--- config.mk ---
export PLATFORM = sky130hd
export DESIGN_NAME = id_exe_elastic_reg
export DESIGN_NICKNAME = d
export VERILOG_FILES = /design/src/rtl/id_exe_elastic_reg.sv
export SDC_FILE = /design/constraint.sdc
export NUM_CORES = 1
export LEC_CHECK = 0
export ABC_CLOCK_PERIOD_IN_PS = 23300
export CORE_ASPECT_RATIO = 0.7
export CORE_MARGIN = 2
export CORE_UTILIZATION = 43
export CTS_CLUSTER_DIAMETER = 150
export DETAILED_ROUTE_END_ITERATION = 7
export PLACE_DENSITY = 0.77
export SYNTH_ARGS = -nofsm -noshare
export SYNTH_HDL_FRONTEND = slang
export SYNTH_SLANG_ARGS = --single-unit
--- constraint.sdc ---
create_clock -name clk -period 23.3 [get_ports clk]
set_clock_uncertainty 0.15 [all_clocks]
set_input_delay 4.66 -clock clk [delete_from_list [all_inputs] [get_ports clk]]
set_output_delay 4.66 -clock clk [all_outputs]
set_load 0.005 [all_outputs]
--- src/rtl/id_exe_elastic_reg.sv ---
// ID->EXE elastic pipeline register: DEPTH-entry circular buffer with valid/ready on both sides.
// Optional performance counters (bubble/stall) are enabled by defining ID_EXE_PERF_CNT_EN.
module id_exe_elastic_reg #(
    parameter int unsigned CTRL_W = 10,
    parameter int unsigned DATA_W = 172,
    parameter int unsigned DEPTH  = 2,
    parameter int unsigned CNT_W  = 16
) (
    input  logic                         clk,
    input  logic                         rst,
    input  logic                         flush,
    input  logic                         hazard,
    input  logic                         in_valid,
    output logic                         in_ready,
    input  logic [CTRL_W-1:0]            in_ctrl,
    input  logic [DATA_W-1:0]            in_data,
    output logic                         out_valid,
    input  logic                         out_ready,
    output logic [CTRL_W-1:0]            out_ctrl,
    output logic [DATA_W-1:0]            out_data,
    output logic [$clog2(DEPTH+1)-1:0]   occupancy,
    output logic [CNT_W-1:0]             bubble_cnt,
    output logic [CNT_W-1:0]             stall_cnt
);

    localparam int unsigned OCC_W = $clog2(DEPTH + 1);
    localparam int unsigned PTR_W = (DEPTH > 1) ? $clog2(DEPTH) : 1;

    typedef struct packed {
        logic [CTRL_W-1:0] ctrl;
        logic [DATA_W-1:0] data;
    } entry_t;

    entry_t           mem [DEPTH];
    entry_t           head;
    logic [PTR_W-1:0] rd_ptr;
    logic [PTR_W-1:0] wr_ptr;
    logic [OCC_W-1:0] count;
    logic             push;
    logic             pop;

    function automatic logic [PTR_W-1:0] next_ptr(input logic [PTR_W-1:0] ptr);
        return (ptr == PTR_W'(DEPTH - 1)) ? '0 : ptr + 1'b1;
    endfunction

    // Handshake flags derive from registered state only; no out_ready -> in_ready path.
    assign in_ready  = (count < OCC_W'(DEPTH));
    assign out_valid = (count != '0);
    assign push      = in_valid & in_ready;
    assign pop       = out_valid & out_ready;
    assign head      = mem[rd_ptr];
    assign out_ctrl  = out_valid ? head.ctrl : '0;
    assign out_data  = head.data;
    assign occupancy = count;

    // Pointer/count state; flush outranks push and pop.
    always_ff @(posedge clk) begin
        if (rst || flush) begin
            count  <= '0;
            rd_ptr <= '0;
            wr_ptr <= '0;
        end else begin
            if (push) wr_ptr <= next_ptr(wr_ptr);
            if (pop)  rd_ptr <= next_ptr(rd_ptr);
            case ({push, pop})
                2'b10:   count <= count + 1'b1;
                2'b01:   count <= count - 1'b1;
                default: count <= count;
            endcase
        end
    end

    // Storage; a hazard turns the entry into a bubble by zeroing its control bits.
    always_ff @(posedge clk) begin
        if (push && !flush && !rst) begin
            mem[wr_ptr] <= '{ctrl: (hazard ? '0 : in_ctrl), data: in_data};
        end
    end

`ifdef ID_EXE_PERF_CNT_EN
    logic [CNT_W-1:0] bubble_q;
    logic [CNT_W-1:0] stall_q;

    // Saturating counters, cleared only by reset.
    always_ff @(posedge clk) begin
        if (rst) begin
            bubble_q <= '0;
            stall_q  <= '0;
        end else begin
            if (push && hazard && (bubble_q != '1))    bubble_q <= bubble_q + 1'b1;
            if (in_valid && !in_ready && (stall_q != '1)) stall_q <= stall_q + 1'b1;
        end
    end

    assign bubble_cnt = bubble_q;
    assign stall_cnt  = stall_q;
`else
    assign bubble_cnt = '0;
    assign stall_cnt  = '0;
`endif

endmodule

==> impl_results.md <==
- Filler Cell Count: 2270
- Fin nets: 1233
- Drc violations: 0
- Seq/Total Area, Yosys: approximately four fifths
- Routed Wire Length: between 20 and 30 mm
- Crit-path cells: buf_4, mux2_2, clkdlybuf4s50_1
- GRT overflow: 0
- H-Tree Depth: 2
- CTS tree: yes
- Final Wtd Congestion: slightly below 0.8
- Largest net degree at the start of global routing: between 70 and 80
- Kind of critical path: flip-flop to primary output
- First-pass GRT wire length: between 40 and 50 mm
- Register bit total from synthesis: between 300 and 400
- Tcrit/Tclk final: about a third
- Final hold viol count: 0
- Die width: approximately 220 microns
- Vias per inst: a little under 5
- Post-Synthesis Cells: around 650
- Resize count post-CTS: 0
- PwrDens: ~75 nW/um^2
- GRT Util Overall: roughly 17%
- Worst relative slew slack: between 20% and 30%
- Root Driver: clkbuf_16
- Post-cts hold buffer count: 0
- Vias in the first global route: around 7500
- Die height: about 150 microns
- Clock latency on the worst-skew pair: just over 0.5 ns
- Setup Total Neg Slack: 0 ns
- Area delta synth->final: 38.46%
- Clk slew on worst S/H paths: 0.05 ns
- Status: complete, no violations
- Antenna Nets Post-Route: 0
- PortBufs: between 300 and 400
- Min-delay src: occupancy[1]
- CP startpoint kind: flip-flop
- Max-cap violations: 0
- Slowest CP cell: buf_4
- R2r startpoint: occupancy[1]
- Min Hold Slack: ~0.43 ns
- Peak VDD IR: ~0.000054 V
- Synth unique cells: 20
- # diodes: 0
- Met3 usage: 5.612%
- Final min period: roughly 8 ns
- Warnings from Yosys: 0
- Die area: roughly 33000 sq um
- Worst Setup End Kind: primary output
- Final instance area: between 15000 and 20000 sq um
- Worst Path Required: approximately 18 ns
- Final core occ: around three fifths
- Placed Cells: between 1000 and 1500
- Met2 Usage GRT: a little over a quarter
- Initial Util: between 40 and 50%
- Crit path max fanout: 76
- Area after DPL: approximately 18000 sq um
- Setup violators final: 0
- RSZ-0062 raised after global routing: no
- Row cnt: 54
- Initial DRT Pass Iterations: 5
- Final Slew Violations: 0
- Arr. time, crit path: around 3.1 ns
- Worst Tran Pin Value: 1.107 ns
- CP peak stage delay: between 0.8 and 0.9 ns
- Busiest grt layer: met2
- Layout cells sized above 1: a little over a fifth
- Drt initial violations: ~400
- DP HPWL: ~19 mm
- Layout Cells excl Fill: between 1000 and 1500
- Met1 Use GR: a little over a fifth
- Synthesized area per cell: approximately 21 sq um
- Leak pwr: 6.264 nW
- Top Ports: about 410
- CTS max path bufs: 3
- Post-Syn Area: approximately 14000 sq um
- Sink Count: 369
- F_max: about 0.13 GHz
- Core area: 31210 sq um
- Post-CTS setup buffers: 0
- DR vias: between 7000 and 8000
- Wire length per cell: ~19 microns
- Worst min-delay path category: flip-flop to flip-flop
- Total CTS buffers: 36
- Antenna violations before repair: 2
critical path, delay by kind of cell (launching register included):
kind / cells / cell delay [ns]
DFF: 1 / 0.70
muxes: 1 / 0.42
buffers and inverters: 2 / 1.34
final timing paths:
| check | to | slack, ns | cells past startpoint |
|---|---|---|---|
| max reg2reg | mem[1][65] | 20.52 | 3 |
| min reg2reg | occupancy[1] | 0.43 | 2 |
| max | out_data[31] | 15.35 | 3 |
| min | occupancy[1] | 0.43 | 2 |
layer usage:
metal  up-vias  wire, microns
met1      3613          11860
met4         2            595
met3        50           2515
met5         -             13
li1       3264              -
met2       286          13800
metrics by stage:
| step | setup slack, ns | power (mW) |
|---|---|---|
| 2_1_floorplan | 7.665 | 0.7960 |
| 3_3_place_gp | 15.75 | 0.8549 |
| 3_5_place_dp | 15.73 | 0.8574 |
| 4_1_cts | 15.28 | 1.435 |
| 5_1_grt | 15.14 | 1.468 |
| 6_report | 15.35 | 1.418 |
cells by family (layout without fill, tap and decap cells):
kind of cell    after synthesis  count (layout)  synth area share (%)
simple gates                 30              30                 1.116
mux                         182             182                 14.89
other cells                   1              32               0.02741
flops                       369             369                 80.63
xor+xnor                      4               4                0.2561
fa+ha+maj                     1               1               0.09144
compound gates                3               3                0.1281
buf+inv                      57             450                 2.863
cell usage after synthesis, drive strengths merged:
master | instances | area share [%]
inv | 4 | 0.11
or3 | 1 | 0.046
clkbuf | 1 | 0.027
mux2i | 10 | 0.73
buf | 52 | 2.7
xor2 | 2 | 0.13
nor3 | 4 | 0.15
o21ai | 2 | 0.073
mux2 | 172 | 14
a21boi | 1 | 0.055
and3 | 1 | 0.046
nor4 | 1 | 0.046
xnor2 | 2 | 0.13
nor2b | 11 | 0.50
ha | 1 | 0.091
conb | 1 | 0.027
edfxtp | 364 | 80
dfxtp | 5 | 0.73
nor2 | 12 | 0.33
registers in the layout, indices dropped and copies added (netlist names), named ones only:
register / cells
occupancy: 2
wr_ptr: 1
mem: 364
rd_ptr: 1
placed cells by master, fill, tap and decap left out, drive strengths merged:
cell           Yosys  layout
clkbuf             1      46
mux2             172     172
nor3               4       4
conb               1      32
bufinv             0       4
nor2              12      12
and3               1       1
mux2i             10      10
nor4               1       1
a21boi             1       1
ha                 1       1
or3                1       1
xnor2              2       2
buf               52       8
dfxtp              5       5
clkdlybuf4s50      0     373
edfxtp           364     364
o21ai              2       2
nor2b             11      11
inv                4       7
xor2               2       2
clkinv             0      12
power breakdown:
group	total [mW]	internal, mW	switching [mW]
Combinational	0.0956	0.0610	0.0345
Clock	0.575	0.343	0.232
Sequential	0.748	0.744	0.00364
layout make-up:
type | count | area (sq um) | area share, %
inverters | 4 | 15.01 | 0.07927
repair buffers | 381 | 3794 | 20.03
clock inverters | 19 | 198.9 | 1.050
clock buffers | 46 | 979.7 | 5.172
multi-input cells | 252 | 2395 | 12.64
flip-flops and latches | 369 | 11030 | 58.25
well taps | 420 | 525.5 | 2.774
No activity file was read; power rests on OpenSTA's default activity.
